File: src/rtl/boot_loader.sv
// boot_loader: receives a length/payload/XOR-checksum byte frame, writes the payload to memory,
// and keeps the processor in reset until a frame with a good checksum has been accepted.
module boot_loader #(
  parameter int DEPTH = 32,
  parameter logic [7:0] BASE_ADDR = 8'h00,
  parameter int TIMEOUT = 1024
) (
  input  logic       clk,
  input  logic       rst,
  input  logic [7:0] in_data,
  input  logic       in_valid,
  output logic       in_ready,
  input  logic       reload,
  output logic [7:0] mem_addr,
  output logic [7:0] mem_data,
  output logic       mem_wr,
  output logic       mem_rd,
  output logic       cpu_hold,
  output logic       busy,
  output logic       done,
  output logic       error,
  output logic [1:0] error_code
);
  localparam int TW = $clog2(TIMEOUT) + 1;
  localparam logic [TW-1:0] TLAST = TW'(TIMEOUT - 1);
  localparam logic [7:0] DMAX = 8'(DEPTH);
  typedef enum logic [2:0] {IDLE, DATA, WRITE, CSUM, DONE, ERROR} state_t;
  state_t state, state_n;
  logic [7:0] cnt, cnt_n, len, len_n, csum, csum_n, addr_n, data_n;
  logic [TW-1:0] tmo, tmo_n;
  logic [1:0] code_n;
  logic xfer;
  assign in_ready = (state == IDLE || state == DATA || state == CSUM) && !reload && rst;
  assign xfer = in_valid && in_ready;
  assign mem_wr = state == WRITE;
  assign mem_rd = 1'b0;
  assign cpu_hold = state != DONE;
  assign busy = state == DATA || state == WRITE || state == CSUM;
  assign done = state == DONE;
  assign error = state == ERROR;
  always_comb begin
    state_n = state;
    cnt_n = cnt;
    len_n = len;
    csum_n = csum;
    tmo_n = tmo;
    addr_n = mem_addr;
    data_n = mem_data;
    code_n = error_code;
    if (reload) begin
      state_n = IDLE;
      code_n = 2'b00;
    end else begin
      case (state)
        IDLE: if (xfer) begin
          if (in_data == 8'd0 || in_data > DMAX) begin
            state_n = ERROR;
            code_n = 2'b01;
          end else begin
            len_n = in_data;
            cnt_n = 8'd0;
            csum_n = 8'd0;
            tmo_n = '0;
            state_n = DATA;
          end
        end
        DATA: if (xfer) begin
          data_n = in_data;
          addr_n = BASE_ADDR + cnt;
          csum_n = csum ^ in_data;
          tmo_n = '0;
          state_n = WRITE;
        end else if (tmo == TLAST) begin
          state_n = ERROR;
          code_n = 2'b11;
        end else tmo_n = tmo + 1'b1;
        WRITE: begin
          cnt_n = cnt + 8'd1;
          tmo_n = '0;
          state_n = (cnt + 8'd1 == len) ? CSUM : DATA;
        end
        CSUM: if (xfer) begin
          state_n = (in_data == csum) ? DONE : ERROR;
          code_n = (in_data == csum) ? error_code : 2'b10;
        end else if (tmo == TLAST) begin
          state_n = ERROR;
          code_n = 2'b11;
        end else tmo_n = tmo + 1'b1;
        default: ;
      endcase
    end
  end
  always_ff @(posedge clk) begin
    if (!rst) begin
      state <= IDLE;
      cnt <= 8'd0;
      len <= 8'd0;
      csum <= 8'd0;
      tmo <= '0;
      mem_addr <= 8'd0;
      mem_data <= 8'd0;
      error_code <= 2'b00;
    end else begin
      state <= state_n;
      cnt <= cnt_n;
      len <= len_n;
      csum <= csum_n;
      tmo <= tmo_n;
      mem_addr <= addr_n;
      mem_data <= data_n;
      error_code <= code_n;
    end
  end
endmodule

File: config.mk
export PLATFORM = sky130hd
export DESIGN_NAME = boot_loader
export DESIGN_NICKNAME = d
export VERILOG_FILES = /design/src/rtl/boot_loader.sv
export SDC_FILE = /design/constraint.sdc
export NUM_CORES = 1
export LEC_CHECK = 0
export ABC_AREA = 1
export ABC_CLOCK_PERIOD_IN_PS = 2250
export BUFFER_PORTS_ARGS = -buffer_cell sky130_fd_sc_hd__buf_2
export CORE_UTILIZATION = 35
export CTS_BUF_LIST = sky130_fd_sc_hd__clkbuf_8
export DETAILED_ROUTE_END_ITERATION = 12
export PLACE_DENSITY = 0.52
export SLEW_MARGIN = 40
export SYNTH_ARGS = -nofsm -noshare
export SYNTH_HDL_FRONTEND = slang
export SYNTH_SLANG_ARGS = --single-unit
export TNS_END_PERCENT = 5
File: constraint.sdc
create_clock -name clk -period 2.25 [get_ports clk]
set_input_delay 0.225 -clock clk [delete_from_list [all_inputs] [get_ports clk]]
set_output_delay 0.225 -clock clk [all_outputs]
set_load 0.005 [all_outputs]
# Yosys cells after proc, flatten, opt, wreduce, memory -nomap -nowiden
# Index checks and enable logic that the tools add are counted.
[classes] n_reduce_logical=23 eq_ne=16 bitwise_logic=4 n_mux=26 order_cmp=1 n_addsub=2
[op_table] cell="two-way mux 11 bit" count=5
[op_table] cell="case mux 11 bit (4 select lines)" count=1
[op_table] cell="case mux 8 bit (2 select lines)" count=2
[op_table] cell="two-way mux 8 bit" count=3
[op_table] cell="== test 8 bit" count=2
[op_table] cell="two-way mux 3 bit" count=5
[op_table] cell="AND reduction 5 bit" count=3
[op_table] cell="two-way mux 2 bit" count=7
[op_table] cell="case mux 3 bit (4 select lines)" count=1
[op_table] cell="adder 11 x 1 -> 11 bit (second input constant)" count=1
[op_table] cell="== test 11 x 10 -> 1 bit (second input constant)" count=1
[op_table] cell="!= test 2 bit (second input constant)" count=5
[op_table] cell="adder 8 x 1 -> 8 bit (second input constant)" count=1
[op_table] cell="greater-than comparator 8 x 6 -> 1 bit (second input constant)" count=1
[op_table] cell="logical NOT 8 bit" count=1
[op_table] cell="AND reduction 4 bit" count=2
[op_table] cell="bitwise XOR 8 bit" count=1
[op_table] cell="== test 3 x 2 -> 1 bit (second input constant)" count=2
[op_table] cell="== test 3 bit (second input constant)" count=2
[op_table] cell="!= test 3 bit (second input constant)" count=2
[op_table] cell="case mux 2 bit (3 select lines)" count=1
[op_table] cell="logical OR 1 bit" count=5
[op_table] cell="nonzero test 2 bit" count=2
[op_table] cell="nonzero test 4 bit" count=1
[op_table] cell="11 further kinds" count=15
[word_totals] input_bits=12 output_inout_bits=25 elab_cells=80 reg_bits=56

# Longest topological paths before layout
# Gate-level depths: netlist of run 1.
[logic_depth] ltp_word=8 mapped_depth=12 depth_no_buf=12

# Worst setup path after synthesis of run 1
# No wires, ideal clock.
[synth_timing] path_kind="flip-flop to flip-flop" startpoint="register tmo[1]" endpoint="register state[1]" setup_ns=0.119 path_slack_ns=0.718 t_required_ns=2.131 period_less_slack_ns=1.532 arrival_time_ns=1.412 n_path_buf=1 path_stages_with_launch=10 cell_sequence="dfxtp_1 -> ha_1 -> nand2_1 -> nor2_1 -> nand3_1 -> buf_2 -> nand3_1 -> o21ai_0 -> a21oi_1 -> a21oi_1"
[synth_via] elab_chain_len=4 word_cells_on_any_way=5 cone_classes="eq/ne: 1; mux: 4"
[synth_rtl] element="start: declaration" line_no="30" rtl="logic [TW-1:0] tmo, tmo_n;"
[synth_rtl] element="start signal: assignment" line_no="108" rtl="tmo <= tmo_n;"
[synth_rtl] element="== test 11 x 10 -> 1 bit (*)" line_no="73, 85"
[synth_rtl] element="two-way mux 3 bit (*)"
[synth_rtl] element="two-way mux 3 bit (on tied branches)"
[synth_rtl] element="case mux 3 bit (4 select lines) (*)"
[synth_rtl] element="end signal: assignment" line_no="104" rtl="state <= state_n;"
[synth_rtl] element="end: declaration" line_no="28" rtl="state_t state, state_n;"
# Mark *: on every way between the ends. The rest lies on a longest branch, timed or not.
# A chain may end at the register's enable or synchronous reset.

# Final worst setup path of run 1
[layout_timing] startpoint="register tmo[1]" endpoint="register tmo[0]"
[layout_via] elab_chain_len=4 word_cells_on_any_way=5 cone_classes="eq/ne: 1; mux: 4"
[layout_rtl] element="== test 11 x 10 -> 1 bit (*)" line_no="73, 85"
[layout_rtl] element="two-way mux 11 bit (*)"
[layout_rtl] element="two-way mux 11 bit (on tied branches)"
[layout_rtl] element="case mux 11 bit (4 select lines) (*)"
# Mark *: on every way between the ends. The rest lies on a longest branch, timed or not. The select of a mux whose other input is x is not followed.

==> results of run 1 <==
-- layout by cell type, fill, tap and decap left out, drive strengths merged --
cell / synthesis / layout
nand4: 21 / 21
inv: 58 / 59
buf: 9 / 42
xnor2: 9 / 9
nand3: 38 / 38
nand3b: 3 / 3
ha: 2 / 2
nand2: 126 / 126
a31oi: 1 / 1
clkinv: 1 / 3
clkbuf: 6 / 5
a21oi: 49 / 49
dfxtp: 56 / 56
xor2: 1 / 1
o211a: 3 / 3
nor3: 3 / 3
nor2: 56 / 56
o21ai: 34 / 34
conb: 1 / 1
-- synthesized netlist by cell type (2+ instances only) --
cell      count
inv_1        55
nand4_1      20
nor2_1       49
buf_2         3
nand2_1     120
nand3_1      34
nand2_2       3
nor3_1        3
nand3_2       2
clkbuf_1      6
buf_4         4
nand3_4       2
a21oi_1      49
nor2_4        5
dfxtp_1      56
o211a_1       3
nand2_4       3
o21ai_0      34
xnor2_1       9
ha_1          2
inv_2         3
nand3b_1      3
-- cell type report --
| cell class | count | area [sq um] | share of cell area, % |
|---|---|---|---|
| clock buffer | 5 | 68.8 | 1.94 |
| clock inverter | 3 | 33.8 | 0.953 |
| inverter | 59 | 221 | 6.25 |
| multi-input combinational | 347 | 1740 | 49.0 |
| sequential | 56 | 1120 | 31.6 |
| tap | 108 | 135 | 3.81 |
| timing repair buffer | 42 | 228 | 6.42 |
-- power by group --
part           switching, uW  internal, uW
sequential              5.54           998
clock                    374           235
combinational            138          56.8
total                    517          1290
-- through the flow --
step	power (uW)	instances	setup slack, ns	utilization, %
2_1_floorplan	1170	477	0.718	-
3_3_place_gp	1220	612	0.328	39.3
3_5_place_dp	1220	612	0.307	39.3
4_1_cts	1830	620	0.337	40.5
5_1_grt	1890	620	0.105	40.5
6_report	1810	620	0.321	40.5
-- worst paths after layout --
path	startpoint	endpoint	slack, ns	depth (start not counted)
worst max-delay path	tmo[1]	tmo[0]	0.32	10
worst min-delay path	in_data[3]	len[3]	0.22	3
worst min register to register	error_code[1]	error_code[1]	0.45	2
worst max register to register	tmo[1]	tmo[0]	0.32	10
-- state kept, by name (all words and copies together), names as in the netlist --
register    count
tmo            11
cnt             8
csum            8
len             8
mem_addr        8
mem_data        8
state           3
error_code      2
-- logic make-up (layout without fill, tap and decap cells) --
group | Yosys count | after routing | share of synthesized area, %
xor+xnor | 10 | 10 | 2.76
simple gates | 247 | 247 | 36.9
flops | 56 | 56 | 35.3
compound gates | 87 | 87 | 14.2
other cells | 1 | 1 | 0.118
fa+ha+maj | 2 | 2 | 0.788
buf+inv | 74 | 109 | 9.93
-- metal layers --
metal	vias up	wire length, um	global-route usage, %
li1	1612	-	-
met1	1370	4260	26.6
met2	63	3360	25.9
met3	5	379	2.59
met4	0	70	4.19
met5	-	0	0
-- worst min-delay path: stages --
cell and delay (ns):
buf_2 0.12, inv_1 0.09, a21oi_1 0.06
==> run_results.csv, run 1 <==
group,metric,value,unit
routing,drt-wirelength-per-cell,13.0,um
sta,fin_crit_sh,85.7,%
routing,via_per_inst,4.92,
logic_synthesis,ys_ff_latch,56,
critical_path,worstPathMaxFanout,11,
logic_synthesis,async_flop_share,0,%
layout,fin_nets,525,
floorplan,die_h,97.2,um
logic_synthesis,ys.flop_type,"dfxtp_1",
logic_synthesis,synth_top_area_cell,"dfxtp_1",
layout,fill_cells,948,
clock_tree,numCtsBuffers,5,
logic_synthesis,avgSynthCellArea,6.65,sq um
critical_path,timing.critical_path.mode_cell,"nand2_1",
sta,final_hold_viol_count,0,
grt,overflow,0,
clock_tree,hold_buffers,0,
logic_synthesis,synth.distinct_cells,31,
sta,fmax,518,MHz
routing,drt-initial-drc-count,145,
sta,tns,0,ns
layout,drive_gt1_share,13.9,%
routing,drt_wl_total,8.07,mm
clock_tree,clock_path_buffers,2,
logic_synthesis,synth_area_leaders,"dfxtp_1 35%, nand2_1 14%, a21oi_1 7.7%",
sta,holdWs,0.217,ns
sta,fin_skew,0.00693,ns
clock_tree,cts_resized,0,
power_and_ir_drop,leakage,0.00153,uW
layout,area_delta_synth_final,11.7,%
grt,track_usage,17.6,%
clock_tree,clkLatencyLatePin,0.32,ns
grt,grt_max_degree,29,
logic_synthesis,synth-seq-area-share,35.3,%
clock_tree,cts_setup_buffers,0,
sta,slew_violations,0,
floorplan,initial_core_util,36.2,%
logic_synthesis,synth_top_area_share,35.3,%
critical_path,path_cells,"ha_1 -> nand2_1 -> nor2_1 -> nand3_1 -> buf_4 -> nand2_1 -> nand3_1 -> o21ai_0 -> nand2_1 -> a21oi_1",
clock_tree,cts.sinks,56,
sta,setup_viol,0,
grt,grt_antenna_before_repair,0,
floorplan,rows,34,
power_and_ir_drop,ir_drop,0.298,mV
floorplan,die_area,0.00945,sq mm
floorplan,die_w,97.2,um
grt,grt_pass1_wl,13.7,mm
layout,antenna_cells,0,
power_and_ir_drop,powerDensity,510,mW/mm^2
clock_tree,cts-root-buf,"clkbuf_8",
logic_synthesis,yosysWarnings,0,
placement,io_buffer_count,35,
layout,design_area,0.00355,sq mm
logic_synthesis,synth_cells,477,
min_path,hold_class,"in -> reg",
clock_tree,cts.clk_slew.worst_paths,0.12,ns
routing,drc,0,
critical_path,cp_top_family,"simple AND/OR/NAND/NOR gates",
critical_path,cp-end-kind,"register",
placement,hpwl,6.12,mm
floorplan,io_pins,37,
critical_path,slowest_stage,"dfxtp_1",
sta,min_period,1.93,ns
routing,vias,3050,
placement,placed_cell_area,0.00344,sq mm
clock_tree,cts_tree,"done",
outcome,status,"finished, final reports clean",
critical_path,worstPathRequired,2.51,ns
critical_path,crit_type,"reg -> reg",
grt,grt_pass1_vias,2775,
sta,rsz0062_at_grt,"false",
logic_synthesis,syn_nets,491,
logic_synthesis,synth_edf_count,0,
placement,place_congestion,0.857,
job,maxCapViolCount,0,
critical_path,cp_num_buf_inv,1,
routing,drt-pass1-iter-count,5,
critical_path,critPathMaxStageDelay,0.42,ns
critical_path,arrival,2.18,ns
critical_path,critPathLaunchType,"register",
floorplan,core,0.00876,sq mm
routing,ant_nets,0,
clock_tree,cts_max_level,2,
logic_synthesis,syn_area,0.00317,sq mm
No activity file was read; power rests on OpenSTA's default activity.
==> run 2: changes to the inputs <==
Settings changed: ABC_CLOCK_PERIOD_IN_PS 2250 to 2400.
Clock period 2.25 ns to 2.4 ns, I/O delays scaled along.
==> run_results.csv, run 2 (synthesis results as in run 1) <==
group,metric,value,unit
layout,multi_input_area,0.00174,sq mm
layout,layout_commonest_cell,"nand2_1",
critical_path,cp-end-kind,"register",
routing,drc,0,
layout,antenna_cells,0,
clock_tree,clkLatencyLatePin,0.33,ns
power_and_ir_drop,ir_drop,0.211,mV
layout,final-seq-area,0.00112,sq mm
sta,tns,0,ns
sta,min_period,2.14,ns
critical_path,critPathMaxStageDelay,0.49,ns
sta,rsz0062_at_grt,"false",
critical_path,slowest_stage,"dfxtp_1",
clock_tree,cts.clk_slew.worst_paths,0.11,ns
min_path,hold_class,"in -> reg",
layout,largest_reg_flops,11,
layout,design_area,0.00352,sq mm
layout,drive_gt1_share,13.4,%
layout,fill_cells,978,
critical_path,arrival,2.39,ns
clock_tree,numCtsBuffers,5,
clock_tree,cts_resized,0,
clock_tree,cts_tree,"done",
grt,track_usage,18.0,%
sta,final_hold_viol_count,0,
critical_path,rr_startpoint,"tmo[0]",
grt,grt_pass1_wl,13.9,mm
clock_tree,cts_max_level,2,
placement,io_buffer_count,35,
min_path,holdPathEnd,"mem_data[7]",
power_and_ir_drop,leakage,0.00151,uW
routing,vias,3103,
grt,overflow,0,
sta,fin_skew,0.0110,ns
grt,grt_pass1_vias,2800,
layout,top_register,"tmo",
sta,fmax,468,MHz
clock_tree,cts-root-buf,"clkbuf_8",
min_path,hp-start,"in_data[7]",
floorplan,die_w,97.2,um
floorplan,io_pins,37,
critical_path,critPathLaunchType,"register",
layout,area_delta_synth_final,10.8,%
min_path,hold_path_depth,3,
sta,setup_viol,0,
critical_path,timing.critical_path.mode_cell,"nand2_1",
sta,worst_pin_slew,0.514,ns
clock_tree,cts.sinks,56,
grt,grt_antenna_before_repair,0,
clock_tree,hold_buffers,0,
grt,grt_max_degree,29,
layout,fin_nets,522,
outcome,status,"finished, final reports clean",
floorplan,initial_core_util,36.2,%
clock_tree,clock_path_buffers,2,
sta,fin_crit_sh,89.1,%
floorplan,core,0.00876,sq mm
job,maxCapViolCount,0,
routing,ant_nets,0,
placement,hpwl,6.17,mm
placement,placed_cell_area,0.00342,sq mm
sta,slew_headroom,65.7,%
routing,drt-initial-drc-count,126,
critical_path,worstPathRequired,2.65,ns
critical_path,crit_type,"reg -> reg",
routing,drt_wl_total,8.25,mm
critical_path,path_cells,"ha_1 -> nand2_1 -> nor2_1 -> nand3_1 -> o21ai_0 -> nand3_1 -> nand2_1 -> nand2_1 -> a21oi_1",
floorplan,die_h,97.2,um
floorplan,rows,34,
layout,final_cell_mix,"120 x nand2_1, 56 x dfxtp_1, 55 x inv_1, 49 x nor2_1, 49 x a21oi_1",
routing,via_per_inst,5.03,
routing,drt-wirelength-per-cell,13.4,um
critical_path,worst-r2r-setup-slack,0.26,ns
power_and_ir_drop,powerDensity,484,mW/mm^2
routing,drt-pass1-iter-count,4,
floorplan,die_area,0.00945,sq mm
clock_tree,cts_setup_buffers,0,
placement,place_congestion,0.834,
sta,slew_violations,0,
critical_path,reg2reg_to,"tmo[4]",
critical_path,worstPathMaxFanout,13,
critical_path,reg2reg_depth,9,
run 2: cell count changes in the layout (fill, tap and decap cells not counted), sizes merged:
cell / previous run / this run
clkinv: 3 / 1
buf: 42 / 39
inv: 59 / 61
run 2: power by group:
part / switching [uW] / internal [uW]
registers: 5.49 / 935
logic: 132 / 53.1
clock network: 354 / 222
run 2: area by class of cell:
class                   count  share of cell area [%]
repair buffers             39                    5.83
inverters                  59                    6.29
clock inverters             3                   0.818
well taps                 108                    3.84
clock buffers               5                    1.96
multi-input cells         347                    49.4
flip-flops and latches     56                    31.9
run 2: worst max-delay path by stage:
stage,start,cells after the start,slack (ns),to
global route,tmo[0],9,0.007,tmo[0]
detailed placement,tmo[0],9,0.32,tmo[4]
CTS,tmo[0],9,0.28,tmo[4]
finish,tmo[0],9,0.26,tmo[4]
floorplan,tmo[1],9,0.87,state[1]
global placement,tmo[0],8,0.40,state[1]
run 2: worst max-delay path, delay by kind of cell, from the launching register on:
family | cells | cell delay [ns]
flops | 1 | 0.49
fa+ha+maj | 1 | 0.22
simple gates | 6 | 0.95
compound gates | 2 | 0.41
run 2: stage by stage:
step	power, uW	instances	hold WS, ns	util (%)	setup WS, ns
floorplan	1090	477	0.378	-	0.868
global placement	1150	609	0.437	39.0	0.402
detailed placement	1150	609	0.440	39.0	0.316
CTS	1730	617	0.225	40.1	0.283
global route	1780	617	0.241	40.1	0.00667
finish	1700	617	0.228	40.1	0.261
run 2: layer usage:
metal | part of all wire [%] | track usage [%]
met1 | 53 | 27.2
met2 | 42 | 26.7
met3 | 4.6 | 2.66
met4 | 0.40 | 4.41
met5 | 0 | 0
==> run 3: changes to the inputs <==
Settings changed: GPL_TIMING_DRIVEN from default to 0.
==> run_results.csv, run 3 (synthesis results as in run 1) <==
group,metric,value,unit
outcome,status,"finished, final reports clean",
layout,top_register,"tmo",
routing,dr.max_layer_used,"met4",
power_and_ir_drop,ir_drop,0.212,mV
power_and_ir_drop,power,1710,uW
floorplan,io_pins,37,
layout,multi_input_area,0.00174,sq mm
critical_path,worstPathMaxFanout,9,
critical_path,crit_type,"reg -> reg",
critical_path,slowest_stage,"dfxtp_1",
grt,track_usage,18.6,%
sta,holdWs,0.219,ns
min_path,hold_class,"in -> reg",
critical_path,arrival,2.07,ns
sta,worst_pin_slew,0.573,ns
floorplan,core,0.00876,sq mm
critical_path,critPathMaxStageDelay,0.35,ns
layout,drive_gt1_share,14.0,%
layout,layout_commonest_cell,"nand2_1",
critical_path,critPathLaunchType,"register",
routing,drc,0,
sta,slew_headroom,61.8,%
routing,drt-pass1-iter-count,5,
floorplan,rows,34,
layout,fin_nets,533,
power_and_ir_drop,leakage,0.00155,uW
grt,grt_antenna_before_repair,0,
sta,min_period,1.89,ns
clock_tree,clkLatencyLatePin,0.32,ns
critical_path,worstPathRequired,2.59,ns
placement,pre_cts_slack,0.389,ns
routing,drt-initial-drc-count,200,
clock_tree,cts-root-buf,"clkbuf_8",
placement,place_congestion,0.815,
floorplan,die_h,97.2,um
clock_tree,cts_tree,"done",
clock_tree,cts_setup_buffers,0,
sta,tns,0,ns
sta,slew_violations,0,
sta,rsz0062_at_grt,"false",
sta,fin_skew,0.0112,ns
routing,m1WireLength,4.34,mm
layout,antenna_cells,0,
placement,hpwl,6.32,mm
clock_tree,cts.clk_slew.worst_paths,0.12,ns
routing,ant_nets,0,
layout,final-seq-area,0.00112,sq mm
routing,drt_wl_total,8.41,mm
critical_path,cp-end-kind,"register",
placement,io_buffer_count,35,
sta,final_hold_viol_count,0,
routing,dr_wl_met3,395,um
grt,grt_pass1_vias,2955,
layout,area_delta_synth_final,12.8,%
sta,fin_crit_sh,78.7,%
layout,utilization,40.9,%
critical_path,startpoint,"state[2]",
power_and_ir_drop,powerDensity,478,mW/mm^2
clock_tree,cts_max_level,2,
critical_path,cp_num_buf_inv,1,
sta,fmax,530,MHz
grt,grt_pass1_wl,14.6,mm
clock_tree,cts.sinks,56,
clock_tree,hold_buffers,0,
min_path,hp-start,"in_data[6]",
layout,final_cell_mix,"120 x nand2_1, 56 x dfxtp_1, 55 x inv_1, 49 x nor2_1, 49 x a21oi_1",
sta,setup_viol,0,
layout,fill_cells,974,
clock_tree,clock_path_buffers,2,
grt,grt_max_degree,21,
clock_tree,cts_resized,0,
floorplan,initial_core_util,36.2,%
critical_path,path_cells,"inv_2 -> nand2_4 -> nor2_4 -> nand4_2 -> nand2_2 -> nand3_2 -> nand2_1 -> a21oi_1",
critical_path,rr_startpoint,"state[2]",
sta,worst_slack,0.512,ns
floorplan,die_area,0.00945,sq mm
routing,via_per_inst,5.03,
grt,overflow,0,
routing,vias,3157,
floorplan,die_w,97.2,um
routing,drt-wirelength-per-cell,13.4,um
routing,wl_met2,3.59,mm
layout,largest_reg_flops,11,
job,maxCapViolCount,0,
clock_tree,numCtsBuffers,5,
critical_path,cp_top_family,"simple AND/OR/NAND/NOR gates",
## run 3: cell count changes in the layout (fill, tap and decap cells not counted), sizes merged
cell / before / now
buf: 39 / 44
clkbuf: 5 / 11
## run 3: power by group
group / total (uW) / switching, uW / internal, uW
clock network: 575 / 353 / 222
registers: 941 / 5.15 / 935
logic: 197 / 136 / 60.4
## run 3: final cells by class
type	instances	area share, %
clock buffers	5	1.92
inverters	59	6.18
clock inverters	3	0.803
flip-flops and latches	56	31.3
plain buffers	15	2.62
well taps	108	3.77
repair buffers	35	4.89
multi-input cells	347	48.5
## run 3: tightest hold or removal path: stages
cell and delay, ns:
buf_2 0.11, o21ai_0 0.08, nor2_1 0.08
## run 3: path summary, 6_finish.rpt
path / slack (ns) / endpoint / depth (start not counted)
worst min register to register: 0.47 / tmo[10] / 2
worst min-delay path: 0.22 / mem_data[6] / 3
worst max register to register: 0.51 / csum[7] / 8
worst max-delay path: 0.51 / csum[7] / 8
## run 3: layer usage
metal / GRT usage (%) / up-vias
met4: 4.64 / 0
met3: 2.73 / 6
met2: 27.8 / 74
met5: 0 / -
met1: 27.9 / 1437
li1: - / 1640
## run 3: per-stage QoR
| step | area, sq um | cells |
|---|---|---|
| finish | 3580 | 628 |
| global placement | 3480 | 620 |
| global route | 3580 | 628 |
| CTS | 3580 | 628 |
| floorplan | 3170 | 477 |
| detailed placement | 3480 | 620 |
